`config.mk`:
```
export PLATFORM = sky130hd
export DESIGN_NAME = r5fp_round_pipe
export DESIGN_NICKNAME = d
export VERILOG_FILES = /design/src/rtl/r5fp_pkg.sv /design/src/rtl/r5fp_round_core.sv /design/src/rtl/r5fp_round_pipe.sv
export SDC_FILE = /design/constraint.sdc
export NUM_CORES = 1
export LEC_CHECK = 0
export ABC_AREA = 1
export BUFFER_PORTS_ARGS = -buffer_cell sky130_fd_sc_hd__buf_2
export CELL_PAD_IN_SITES_DETAIL_PLACEMENT = 0
export CELL_PAD_IN_SITES_GLOBAL_PLACEMENT = 1
export CORE_UTILIZATION = 37
export CTS_BUF_LIST = sky130_fd_sc_hd__clkbuf_16
export DETAILED_ROUTE_END_ITERATION = 10
export HOLD_SLACK_MARGIN = 0.15
export PLACE_DENSITY = 0.76
export SLEW_MARGIN = 20
export SYNTH_ARGS = -nofsm -noshare
export SYNTH_HDL_FRONTEND = slang
export SYNTH_SLANG_ARGS = --single-unit
```
`constraint.sdc`:
```
create_clock -name clk -period 3.3 [get_ports clk]
set_input_delay 0.66 -clock clk [delete_from_list [all_inputs] [get_ports clk]]
set_output_delay 0.66 -clock clk [all_outputs]
set_load 0.01 [all_outputs]
```
`src/rtl/r5fp_pkg.sv`:
```
// Shared r5fp definitions: rounding modes, flag/status bit positions and
// special-value encodings used by the add/mul/mac datapaths and rounding.
package r5fp_pkg;

  typedef enum logic [2:0] {
    RM_RNE = 3'd0,
    RM_RTZ = 3'd1,
    RM_RDN = 3'd2,
    RM_RUP = 3'd3,
    RM_RMM = 3'd4
  } rnd_e;

  localparam int FLAG_NV = 4;
  localparam int FLAG_DZ = 3;
  localparam int FLAG_OF = 2;
  localparam int FLAG_UF = 1;
  localparam int FLAG_NX = 0;

  localparam int ST_IS_NAN  = 4;
  localparam int ST_IS_INF  = 3;
  localparam int ST_IS_ZERO = 2;
  localparam int ST_SIGN    = 1;
  localparam int ST_STICKY  = 0;

  // Encodings are returned zero-extended to 64 bits; callers slice to width.
  function automatic logic [63:0] canon_nan(input int exp_w, input int sig_w);
    logic [63:0] v;
    v = ((64'd1 << exp_w) - 64'd1) << sig_w;
    v = v | (64'd1 << (sig_w - 1));
    return v;
  endfunction

  function automatic logic [63:0] max_finite(input int exp_w, input int sig_w);
    return (((64'd1 << exp_w) - 64'd2) << sig_w) | ((64'd1 << sig_w) - 64'd1);
  endfunction

endpackage

```
`src/rtl/r5fp_round_core.sv`:
```
// Combinational round/overflow/pack logic: takes a denormalized significand
// with guard/round/sticky and produces the packed IEEE word plus flags.
module r5fp_round_core
  import r5fp_pkg::*;
#(
  parameter int EXP_W = 5,
  parameter int SIG_W = 10
) (
  input  logic                 i_sign,
  input  logic [EXP_W+1:0]     i_exp,
  input  logic [SIG_W+3:0]     i_sig,
  input  logic                 i_sticky,
  input  logic                 i_tiny,
  input  logic [2:0]           i_rnd,
  input  logic                 i_to_inf,
  input  logic                 i_is_nan,
  input  logic                 i_is_inf,
  input  logic                 i_is_zero,
  input  logic                 i_snan,
  output logic [EXP_W+SIG_W:0] o_z,
  output logic [4:0]           o_flags
);
  localparam logic [63:0]      NAN64    = canon_nan(EXP_W, SIG_W);
  localparam logic [63:0]      MAXF64   = max_finite(EXP_W, SIG_W);
  localparam logic [EXP_W+1:0] EXP_ALL1 = {2'b00, {EXP_W{1'b1}}};

  logic             w_l, w_g, w_s, w_inexact, w_inc;
  logic             w_carry, w_hidden, w_ovf, w_to_max;
  logic [SIG_W+1:0] w_sum;
  logic [EXP_W+1:0] w_exp_r;

  assign w_l       = i_sig[2];
  assign w_g       = i_sig[1];
  assign w_s       = i_sig[0] | i_sticky;
  assign w_inexact = w_g | w_s;

  always_comb begin
    w_inc = 1'b0;
    case (i_rnd)
      RM_RNE:  w_inc = w_g & (w_l | w_s);
      RM_RDN:  w_inc = i_sign & w_inexact;
      RM_RUP:  w_inc = !i_sign & w_inexact;
      RM_RMM:  w_inc = w_g;
      default: w_inc = 1'b0;
    endcase
  end

  // Subnormals carry exp=0; reaching the hidden bit promotes them to exp 1.
  assign w_sum    = i_sig[SIG_W+3:2] + {{(SIG_W+1){1'b0}}, w_inc};
  assign w_carry  = w_sum[SIG_W+1];
  assign w_hidden = w_sum[SIG_W+1] | w_sum[SIG_W];
  assign w_exp_r  = i_tiny ? {{(EXP_W+1){1'b0}}, w_hidden}
                           : i_exp + {{(EXP_W+1){1'b0}}, w_carry};
  assign w_ovf    = i_to_inf | (w_exp_r >= EXP_ALL1);
  assign w_to_max = (i_rnd == RM_RTZ) | ((i_rnd == RM_RDN) & !i_sign)
                  | ((i_rnd == RM_RUP) & i_sign);

  always_comb begin
    o_z              = {i_sign, w_exp_r[EXP_W-1:0], w_sum[SIG_W-1:0]};
    o_flags          = '0;
    o_flags[FLAG_DZ] = 1'b0;
    o_flags[FLAG_UF] = i_tiny & w_inexact;
    o_flags[FLAG_NX] = w_inexact;
    if (i_is_nan) begin
      o_z              = NAN64[EXP_W+SIG_W:0];
      o_flags          = '0;
      o_flags[FLAG_NV] = i_snan;
    end else if (i_is_inf) begin
      o_z     = {i_sign, {EXP_W{1'b1}}, {SIG_W{1'b0}}};
      o_flags = '0;
    end else if (i_is_zero) begin
      o_z     = {i_sign, {(EXP_W+SIG_W){1'b0}}};
      o_flags = '0;
    end else if (w_ovf) begin
      o_z              = w_to_max ? {i_sign, MAXF64[EXP_W+SIG_W-1:0]}
                                  : {i_sign, {EXP_W{1'b1}}, {SIG_W{1'b0}}};
      o_flags          = '0;
      o_flags[FLAG_OF] = 1'b1;
      o_flags[FLAG_NX] = 1'b1;
    end
  end

endmodule

```
`src/rtl/r5fp_round_pipe.sv`:
```
// Two-stage round pipeline: stage 1 denormalizes into the subnormal range,
// stage 2 rounds and packs; valid/ready with backpressure, flush and fflags.
module r5fp_round_pipe
  import r5fp_pkg::*;
#(
  parameter int EXP_W = 5,
  parameter int SIG_W = 10
) (
  input  logic                 clk,
  input  logic                 rst,
  input  logic                 flush,
  input  logic                 in_valid,
  output logic                 in_ready,
  input  logic                 in_sign,
  input  logic [EXP_W+1:0]     in_exp,
  input  logic [SIG_W+3:0]     in_sig,
  input  logic [4:0]           in_status,
  input  logic                 in_to_inf,
  input  logic [2:0]           in_rnd,
  output logic                 out_valid,
  input  logic                 out_ready,
  output logic [EXP_W+SIG_W:0] out_z,
  output logic [4:0]           out_flags,
  output logic [4:0]           fflags,
  input  logic                 fflags_clr
);
  localparam int XW = EXP_W + 2;
  localparam int SW = SIG_W + 4;

  typedef struct packed {
    logic          sign;
    logic [XW-1:0] exp;
    logic [SW-1:0] sig;
    logic          sticky;
    logic          tiny;
    logic [2:0]    rnd;
    logic          to_inf;
    logic          is_nan;
    logic          is_inf;
    logic          is_zero;
    logic          snan;
  } s1_t;

  s1_t                  r_s1, w_s1_d;
  logic                 r_s1_valid, r_s2_valid;
  logic [EXP_W+SIG_W:0] r_z, w_z;
  logic [4:0]           r_flags, w_flags, r_fflags;
  logic                 w_s1_ready, w_s2_ready, w_out_hs, w_tiny, w_unused_sign;
  logic [XW:0]          w_shamt;
  logic [SW-1:0]        w_mask;

  assign w_s2_ready    = !r_s2_valid | out_ready;
  assign w_s1_ready    = !r_s1_valid | w_s2_ready;
  assign in_ready      = w_s1_ready;
  assign out_valid     = r_s2_valid;
  assign out_z         = r_z;
  assign out_flags     = r_flags;
  assign fflags        = r_fflags;
  assign w_out_hs      = r_s2_valid & out_ready;
  assign w_unused_sign = in_status[ST_SIGN];

  // Shift amounts past the significand width shift everything into the mask.
  assign w_tiny  = in_exp[XW-1] | (in_exp == '0);
  assign w_shamt = {{XW{1'b0}}, 1'b1} - {in_exp[XW-1], in_exp};
  assign w_mask  = ~({SW{1'b1}} << w_shamt);

  always_comb begin
    w_s1_d         = '0;
    w_s1_d.sign    = in_sign;
    w_s1_d.exp     = w_tiny ? '0 : in_exp;
    w_s1_d.sig     = w_tiny ? (in_sig >> w_shamt) : in_sig;
    w_s1_d.sticky  = in_status[ST_STICKY] | (w_tiny & |(in_sig & w_mask));
    w_s1_d.tiny    = w_tiny;
    w_s1_d.rnd     = in_rnd;
    w_s1_d.to_inf  = in_to_inf;
    w_s1_d.is_nan  = in_status[ST_IS_NAN];
    w_s1_d.is_inf  = in_status[ST_IS_INF];
    w_s1_d.is_zero = in_status[ST_IS_ZERO];
    w_s1_d.snan    = in_sig[SIG_W+1];
  end

  r5fp_round_core #(.EXP_W(EXP_W), .SIG_W(SIG_W)) u_core (
    .i_sign    (r_s1.sign),
    .i_exp     (r_s1.exp),
    .i_sig     (r_s1.sig),
    .i_sticky  (r_s1.sticky),
    .i_tiny    (r_s1.tiny),
    .i_rnd     (r_s1.rnd),
    .i_to_inf  (r_s1.to_inf),
    .i_is_nan  (r_s1.is_nan),
    .i_is_inf  (r_s1.is_inf),
    .i_is_zero (r_s1.is_zero),
    .i_snan    (r_s1.snan),
    .o_z       (w_z),
    .o_flags   (w_flags)
  );

  always_ff @(posedge clk or posedge rst) begin
    if (rst) begin
      r_s1_valid <= 1'b0;
      r_s2_valid <= 1'b0;
      r_s1       <= '0;
      r_z        <= '0;
      r_flags    <= '0;
    end else if (flush) begin
      r_s1_valid <= 1'b0;
      r_s2_valid <= 1'b0;
    end else begin
      if (w_s1_ready) begin
        r_s1_valid <= in_valid;
        if (in_valid) r_s1 <= w_s1_d;
      end
      if (w_s2_ready) begin
        r_s2_valid <= r_s1_valid;
        if (r_s1_valid) begin
          r_z     <= w_z;
          r_flags <= w_flags;
        end
      end
    end
  end

  // A clear coinciding with a handshake still keeps the new result's flags.
  always_ff @(posedge clk or posedge rst) begin
    if (rst) begin
      r_fflags <= '0;
    end else if (w_out_hs) begin
      r_fflags <= (fflags_clr ? 5'b0 : r_fflags) | r_flags;
    end else if (fflags_clr) begin
      r_fflags <= '0;
    end
  end

endmodule

```
### Word level (Yosys, flattened, before mapping)

Cells that the tools add are included.

| word-level totals | value |
|---|---|
| register bits after elaboration | 60 |
| bits of input ports | 37 |
| output and inout port bits | 28 |
| logic and storage cells | 78 |

| cells by class | value |
|---|---|
| $add $sub $neg | 3 |
| magnitude comparators | 1 |
| eq/ne operators | 4 |
| shift operators | 2 |
| multiplexer cells | 19 |
| bitwise gates (word level) | 23 |
| reduce and logical (&&, ||, !) cells | 10 |

Operators by type and width:

| cell | count |
|---|---|
| 15-bit two-way mux | 3 |
| 5-bit two-way mux | 5 |
| 16-bit two-way mux | 1 |
| 14-bit bitwise AND | 1 |
| 14-bit two-way mux | 1 |
| 7-bit two-way mux | 2 |
| 14-bit inverter | 1 |
| 14-bit OR reduction | 1 |
| 14-bit by 8-bit << shifter with 14-bit output (first input constant) | 1 |
| 14-bit by 8-bit right shift with 14-bit output | 1 |
| 12-bit by 1-bit adder with 12-bit output | 1 |
| 11-bit two-way mux | 1 |
| 1-bit OR | 11 |
| 1-bit bitwise AND | 8 |
| 2-bit by 7-bit subtractor with 8-bit output (first input constant) | 1 |
| 7-bit by 1-bit adder with 7-bit output | 1 |
| 7-bit by 5-bit greater-or-equal comparator with 1-bit output (second input constant) | 1 |
| 7-bit logical NOT | 1 |
| 3-bit by 2-bit equality test with 1-bit output (second input constant) | 2 |
| 3-bit AND reduction | 2 |
| 5-bit OR | 1 |
| 1-bit two-way mux | 4 |
| 1-bit one-hot mux with 4 select lines | 1 |
| 2-bit nonzero test | 2 |
| 6 further kinds | 8 |

### Longest topological paths before layout

Gate-level depths: netlist of run 1.

| depth | value |
|---|---|
| word-level depth | 13 |
| gate-level depth with buffers | 26 |

### By module

A second synthesis of run 1 with hierarchy kept.

| unflattened totals | value |
|---|---|
| cell total of the unflattened synthesis | 597 |
| area total of the unflattened synthesis | 4166.5 µm² |

Modules (own cells, without submodules):

| module | instances | cells an instance | area each (µm²) |
|---|---|---|---|
| r5fp_round_pipe | 1 | 438 | 3354.5 |
| r5fp_round_core | 1 | 159 | 812.0 |

### Least setup slack after synthesis of run 1

No wires, ideal clock.

| timing path | value |
|---|---|
| path kind | flip-flop to flip-flop |
| from | reg r_s1[7] in the netlist's numbering |
| to | reg r_z[2], in the netlist out_z[2] |
| setup time | 124 ps |
| data arrival time | 3186 ps |
| slack | -10 ps |
| cell stages (with the launch flop) | 23 |
| buffers on the path | 0 |
| period minus slack after synthesis | 3310 ps |
| path through | dfrtp_1 nor2_1 inv_1 nor2_1 ha_1 nand3_1 o41ai_1 ha_1 nand3_1 inv_1 nand3_1 xor2_1 inv_1 ha_1 ha_1 a21oi_1 o21ai_0 nor4_1 nand3_2 nand2_4 nand2_2 nand2_2 o21ai_1 |

| on the way | value |
|---|---|
| word-level cells in the longest chain between the ends | 11 |

Ends and longest elaborated chain:

| what | RTL line | text |
|---|---|---|
| start, declared | r5fp_round_pipe.sv:44 | `s1_t r_s1, w_s1_d;` |
| start signal, assigned | r5fp_round_pipe.sv:111 | `if (in_valid) r_s1 <= w_s1_d;` |
| 3-bit equality test, or another cell as far along | r5fp_round_core.sv:39 | `case (i_rnd)` |
| 1-bit one-hot mux with 4 select lines | r5fp_round_core.sv:39 |  |
| 12-bit by 1-bit adder with 12-bit output | r5fp_round_core.sv:49 | `assign w_sum = i_sig[SIG_W+3:2] + {{(SIG_W+1){1'b0}}, w_inc};` |
| 7-bit by 1-bit adder with 7-bit output or 1-bit OR (tied branches) | r5fp_round_core.sv:53, r5fp_round_core.sv:51 |  |
| 7-bit two-way mux | r5fp_round_core.sv:52 | `assign w_exp_r = i_tiny ? {{(EXP_W+1){1'b0}}, w_hidden}` |
| 7-bit by 5-bit greater-or-equal comparator with 1-bit output | r5fp_round_core.sv:54 | `assign w_ovf = i_to_inf \| (w_exp_r >= EXP_ALL1);` |
| 1-bit OR | r5fp_round_core.sv:54 |  |
| 15-bit two-way mux * | r5fp_round_core.sv:74 | `end else if (w_ovf) begin` |
| 15-bit two-way mux * | r5fp_round_core.sv:71 | `end else if (i_is_zero) begin` |
| 15-bit two-way mux * | r5fp_round_core.sv:68 | `end else if (i_is_inf) begin` |
| 16-bit two-way mux * | r5fp_round_core.sv:64 | `if (i_is_nan) begin` |
| end signal, assigned | r5fp_round_pipe.sv:116 | `r_z <= w_z;` |
| end, declared | r5fp_round_pipe.sv:46 | `logic [EXP_W+SIG_W:0] r_z, w_z;` |

Mark *: on every way between the ends. The rest lies on a longest branch, timed or not.
A chain may end at the register's enable or synchronous reset.

### Worst setup path in the final report of run 1

| timing path | value |
|---|---|
| from | reg r_s1[6] in the netlist's numbering |
| to | reg r_z[8], in the netlist out_z[8] |

Same word-level chain as after synthesis.

==> results.md, run 1 <==
* Setup TNS at -2.90 ns
* Ant diodes at 0
* CP endpoint kind: register
* Violated checks: setup timing
* Clock buffer depth at 2
* Final Power at 2.40 mW
* Total GRT Usage at 0.237
* Final core occ at 0.530
* Synthesis-to-layout area growth at 37.5%
* Initial antenna violation count at 0
* Synth cell types at between 40 and 50
* Sequential share of the synthesized area at 0.382
* Total grt overflow at 0
* PwrDens at roughly 460 mW/mm²
* CTS tree: done
* Placed cells at between 700 and 800
* Crit-path max FO at 11
* Ys Warns at 0
* Layout cells sized above 1 at 0.333
* I/O Buffers at 61
* Minimum hold slack at roughly 0.29 ns
* Placement-stage cell area at roughly 0.0044 mm²
* Largest net degree at the start of global routing at between 40 and 50
* Routed WL at 11.6 mm
* Critical path arrival at about 3.7 ns
* Hold buffer count at cts at 0
* Reg2reg path depth at 25
* Final period util at 1.06
* Clock transition at path regs at roughly 0.05 ns
* First-pass GRT wire length at 19.1 mm
* Post-synth EDFFs at 0
* Crit start category: register
* Die W at roughly 100 µm
* Critical path class: reg2reg
* R2R Setup Slk at -0.20 ns
* R2r endpoint: out_z[8]
* Post-DRT Antenna Nets at 0
* Root Driver: clkbuf_16
* Max_slew headroom at 0.472
* Post-synthesis register bit count at 58
* Measured slew at the worst slew-check pin at about 0.79 ns
* VDD IR max at around 0.24 mV
* Starting density of the core at 0.385
* Max Clk Rate at around 290 MHz
* Rows at 36
* TritonCTS buffer count at 9
* GPL Wtd Cong at 0.903
* Outcome: complete, but fails checks
* First DRT Iteration DRCs at 210
* DP Worst Slack at -0.428 ns
* Most used DFF post-synth: dfrtp_1
* Detailed placement HPWL at 8.41 mm
* Mapped Cells at approximately 540
* Final setup margin at -0.203 ns
* Async SR Flop Fraction at 1.00
* RR Startpoint: r_s1[6]
* H-tree levels at 3
* Num ports at 65
* Worst Hold Class: in2async
* Die area at 0.0107 mm²
* Worst Clk Skew at roughly 0.0077 ns
* CTS Sinks at a little under 60
* Final instance area at about 0.0052 mm²
* Final net count at approximately 700
* Mapped Area at 0.00380 mm²
* Slew Viols, Final at 0
* Clk_lat worst skew at 0.33 ns
* Residual DRC at 0
* Avg Vias per Cell at a little under 5
* Die H at slightly above 100 µm
* Minimum clock period after layout at ~3.5 ns
* CP Data Required Time at roughly 3.5 ns
* Max-Cap Viols at 0
* 1st-pass router iterations at 4
* Post-Layout Cell Count at around 790
* Final hold vios at 0
* Via count at 3,950
* Mean Syn Cell Area at around 7 µm²
* Core footprint at between 0.009 and 0.01 mm²
* RSZ-0062 raised after global routing: yes
* Leakage Power at between 2 and 3 nW
* Vias in the first global route at approximately 4,000
* Average wire per standard cell at 14.6 µm
* Setup violators final at 18
[flip-flops by register name, indices dropped and copies added (netlist names)]
name and count:
r_s1_valid 1, out_flags 4, r_s1 32, out_valid 1, fflags 4, out_z 16
[worst max-delay path, stage by stage, from the launching register on]
cell and delay (ns):
dfrtp_1 0.38, inv_2 0.08, nor2_4 0.04, inv_2 0.05, nor2_2 0.04, ha_1 0.28
nand3_2 0.08, o41ai_2 0.06, ha_2 0.26, nand3_2 0.11, inv_2 0.11, nand3_4 0.09
xor2_4 0.18, inv_2 0.07, ha_4 0.14, ha_4 0.14, nand2_4 0.06, nor3_4 0.17
nand2_1 0.09, xor2_1 0.13, nand2_1 0.11, a21oi_4 0.19, nand2_4 0.12, buf_12 0.17
a21oi_2 0.13, o21ai_1 0.07
[cell usage in the layout (no fill, tap or decap), types with 5 or more instances in the layout]
master and count:
o21ai_2 8, nor3_1 5, clkbuf_16 9, inv_2 11, buf_4 58, nand2_2 9, nand4_1 5, nand3_2 12
buf_6 5, o211ai_1 7, nor2_1 44, dfrtp_1 58, o21ai_0 30, nand3_1 27, o21ai_1 19, buf_2 61
a21oi_2 12, nand2_1 151, nor2_2 5, inv_1 46, o22ai_1 7, a21oi_1 13
[repair_timing]
item	in CTS	in global routing
pin swaps	19	11
resized for setup	39	33
setup endpoints to repair	18	18
gates cloned	0	0
buffers inserted	32	4
[power breakdown]
part / internal, mW / total (mW) / switching, mW
clock: 0.488 / 0.780 / 0.292
sequential: 0.818 / 0.897 / 0.0789
combinational: 0.300 / 0.720 / 0.419
total: 1.61 / 2.40 / 0.790
[worst max-delay path by stage]
stage / end / start / cells past startpoint / slack, ns
2_1_floorplan: out_z[2] / r_s1[7] / 24 / 0.005
3_3_place_gp: out_z[5] / r_s1[7] / 24 / -0.25
3_5_place_dp: out_z[8] / r_s1[6] / 25 / -0.43
4_1_cts: out_z[8] / r_s1[6] / 25 / -0.17
5_1_grt: out_z[6] / r_s1[6] / 25 / -0.41
6_report: out_z[8] / r_s1[6] / 25 / -0.20
[Yosys cell counts (4+ instances only)]
cell      number  area, µm²
nor2_1        49        184
dfrtp_1       58       1450
o211ai_1       7       52.6
o221ai_1       4       35.0
nor3_1         6       30.0
inv_2          5       18.8
o21ai_1       21        105
inv_1         51        191
a21oi_1       24        120
o22ai_1        7       43.8
o21ai_0       32        160
nand4_1        5       31.3
ha_1           6       75.1
clkbuf_1      11       41.3
nand3_1       37        185
nand2_2        7       43.8
nand3_2        5       50.1
o21ai_2        4       35.0
nand2_1      156        586
[cell families (layout without fill, tap and decap cells)]
kind of cell    count (synthesis)  in the layout  share of synthesized area
fa+ha+maj                       6              6                     0.0197
xor+xnor                        5              5                     0.0115
other cells                     1              2                   0.000986
mux                             1              1                    0.00263
flops                          58             58                      0.382
buf+inv                        80            199                     0.0885
compound gates                114            114                      0.179
simple gates                  276            276                      0.316
[area by class of cell]
type	instances	area (µm²)
fillers	968	4640
multi-input cells	404	2300
repair buffers	126	837
well taps	133	166
flip-flops and latches	58	1450
clock inverters	5	25.0
clock buffers	9	225
inverters	59	221
[metal layers]
layer / share of wire / GRT usage / routed length [µm] / up-vias
met1: 0.46 / 0.297 / 5360 / 1816
met3: 0.039 / 0.0457 / 448 / 19
met2: 0.48 / 0.405 / 5530 / 95
li1: - / - / - / 2020
met4: 0.023 / 0.0867 / 265 / 0
met5: 0 / 0 / 0 / -
Power figures use the tool's default switching activity.
==> inputs of run 2 (changes only) <==
- CORE_ASPECT_RATIO: default -> 1.4
==> run 2 against run 1 <==
Net effect: the run still ends with setup timing left; maximum frequency is 1.3% higher; total power hardly changed; count of clock-buffer cells in the layout stayed put; global-route usage is 1.4 points lower; flip-flop and latch count stayed put; register-to-register slack better by 0.05 ns; hold slack better by 0.059 ns; critical path depth is 1 higher; largest cell class unchanged.
==> results.md, run 2 (synthesis gave the netlist of run 1 again) <==
* Layout cells sized above 1 at 0.288 (was 0.333)
* CP endpoint kind: register (unchanged)
* Core footprint at 0.00995 mm² (was 0.00986 mm²)
* Via count at 3,908 (was 3,950)
* Violated checks: setup timing (unchanged)
* Hold buffer count at cts at 0 (unchanged)
* Residual DRC at 0 (unchanged)
* DP Worst Slack at -0.272 ns (was -0.428 ns)
* Measured slew at the worst slew-check pin at 1.33 ns (was 0.787 ns)
* I/O Buffers at 61 (unchanged)
* Synthesis-to-layout area growth at 32.4% (was 37.5%)
* Critical Path Start: r_s1[6] (unchanged)
* Pint at 1.61 mW (about the same)
* Max-Cap Viols at 0 (unchanged)
* First-pass GRT wire length at 18.2 mm (was 19.1 mm)
* Critical path class: reg2reg (unchanged)
* Clock buffer depth at 2 (unchanged)
* Max Clk Rate at 289 MHz (was 285 MHz)
* PwrDens at 476 mW/mm² (was 458 mW/mm²)
* Ant diodes at 0 (unchanged)
* Leakage Power at 2.43 nW (was 2.52 nW)
* H-tree levels at 3 (unchanged)
* Die H at 122 µm (was 103 µm)
* Commonest non-fill, non-tap cell in the layout: nand2_1 (unchanged)
* Area occupied by registers at 0.00145 mm² (unchanged)
* Final net count at 679 (was 701)
* Slew Viols, Final at 0 (unchanged)
* Clock power frac at 0.323 (was 0.326)
* Critical path arrival at 3.71 ns (about the same)
* Initial antenna violation count at 0 (unchanged)
* Die area at 0.0107 mm² (about the same)
* Avg Vias per Cell at 5.04 (was 4.97)
* Crit-path max FO at 5 (was 11)
* Logic gate share of total power at 0.304 (was 0.300)
* TritonCTS buffer count at 9 (unchanged)
* Switch Pwr at 787 µW (was 790 µW)
* Total grt overflow at 0 (unchanged)
* Average wire per standard cell at 14.5 µm (was 14.6 µm)
* 1st-pass router iterations at 5 (was 4)
* Outcome: complete, but fails checks (unchanged)
* Final Power at 2.40 mW (about the same)
* Die W at 87.7 µm (was 103 µm)
* Root Driver: clkbuf_16 (unchanged)
* CP Data Required Time at 3.55 ns (was 3.51 ns)
* CTS Sinks at 58 (unchanged)
* VDD IR max at 0.203 mV (was 0.239 mV)
* Num ports at 65 (unchanged)
* Placed cells at 748 (was 747)
* Largest register FFs at 32 (unchanged)
* Final hold vios at 0 (unchanged)
* Multi-input logic area at 0.00229 mm² (was 0.00230 mm²)
* Seq pwr share at 0.373 (was 0.374)
* Setup violators final at 18 (unchanged)
* First DRT Iteration DRCs at 168 (was 210)
* Final setup margin at -0.157 ns (was -0.203 ns)
* Post-Layout Cell Count at 775 (was 794)
* Total GRT Usage at 0.223 (was 0.237)
* Filler instances at 999 (was 968)
* Vias in the first global route at 3,854 (was 3,917)
* Most frequent cells in the layout: 154 x nand2_1, 61 x buf_2, 58 x dfrtp_1, 46 x inv_1, 46 x nor2_1 (was 151 x nand2_1, 61 x buf_2, 58 x dfrtp_1, 58 x buf_4, 46 x inv_1)
* Worst Clk Skew at 0.00509 ns (was 0.00770 ns)
* Starting density of the core at 0.382 (was 0.385)
* GPL Wtd Cong at 0.907 (was 0.903)
* Minimum hold slack at 0.348 ns (was 0.289 ns)
* Most flop-heavy register: r_s1 (unchanged)
* RSZ-0062 raised after global routing: yes (unchanged)
* Worst Hold Class: in2async (unchanged)
* Clk_lat worst skew at 0.32 ns (was 0.33 ns)
* Detailed placement HPWL at 8.55 mm (was 8.41 mm)
* Minimum clock period after layout at 3.46 ns (was 3.50 ns)
* Max_slew headroom at 0.110 (was 0.472)
* Clock transition at path regs at 0.05 ns (about the same)
* Post-DRT Antenna Nets at 0 (unchanged)
* Rows at 43 (was 36)
* Crit start category: register (unchanged)
* Switching Share at 0.328 (was 0.330)
* Largest net degree at the start of global routing at 37 (was 44)
* RR Startpoint: r_s1[6] (unchanged)
* CTS tree: done (unchanged)
* Routed WL at 11.2 mm (was 11.6 mm)
* Final period util at 1.05 (was 1.06)
[run 2: critical path, cell delays in order (launching register included)]
cell and delay (ns):
dfrtp_1 0.38, inv_2 0.08, nor2_4 0.04, inv_2 0.05, nor2_1 0.04, ha_1 0.28, nand3_2 0.09, o41ai_4 0.06
ha_2 0.26, nand3_2 0.10, inv_2 0.10, nand3_4 0.09, xor2_4 0.18, inv_2 0.06, ha_4 0.16, ha_4 0.17
nand2_4 0.08, nor3_4 0.04, nor2_1 0.08, nand2_1 0.08, nor4_2 0.28, nand3_2 0.14, nand2_4 0.18, nand2_8 0.10
o21ai_2 0.08, nand2_1 0.07, a21oi_2 0.11
[run 2: cell type report]
class / count / share of cell area
Timing Repair Buffer: 103 / 0.129
Multi-Input combinational cell: 405 / 0.456
Clock inverter: 6 / 0.00497
Tap cell: 135 / 0.0336
Inverter: 59 / 0.0440
Clock buffer: 9 / 0.0447
Sequential cell: 58 / 0.288
[run 2: timing repair]
| action | 4_1_cts | 5_1_grt |
|---|---|---|
| buffers inserted | 5 | 5 |
| cloned | 1 | 1 |
| resized for setup | 35 | 24 |
| pin swaps | 10 | 12 |
| endpoints found under the setup margin | 18 | 18 |
[run 2: worst paths after layout]
path / end / slack [ns] / depth (start not counted)
worst max register to register: out_z[10] / -0.16 / 26
worst min register to register: out_z[5] / 0.48 / 2
worst max-delay path: out_z[10] / -0.16 / 26
min in group clk: out_z[5] / 0.48 / 2
max in group asynchronous: out_z[13] / 2.11 / 3
worst min-delay path: out_valid / 0.35 / 2
[run 2: power by group through the flow]
stage	Combinational (mW)	Clock, mW	Sequential [mW]
after floorplan	0.350	0	0.915
after global placement	0.593	0	0.893
after detailed placement	0.599	0	0.897
after CTS	0.661	0.793	0.891
after global routing	0.814	0.819	0.908
final	0.728	0.773	0.894
[run 2: routing by layer]
metal,vias to the layer above,track usage,wire length [µm]
met5,-,0,0
met4,0,0.0891,296
met3,20,0.0400,327
met2,100,0.417,6080
met1,1816,0.245,4530
li1,1972,-,-
[run 2: stage by stage]
stage / TNS (ns) / util / cell area (µm²)
finish: -1.86 / 0.506 / 5030
floorplan: 0 / - / 3810
global route: -6.49 / 0.506 / 5030
detailed placement: -4.13 / 0.442 / 4400
CTS: -2.09 / 0.488 / 4860
global placement: -3.19 / 0.442 / 4400
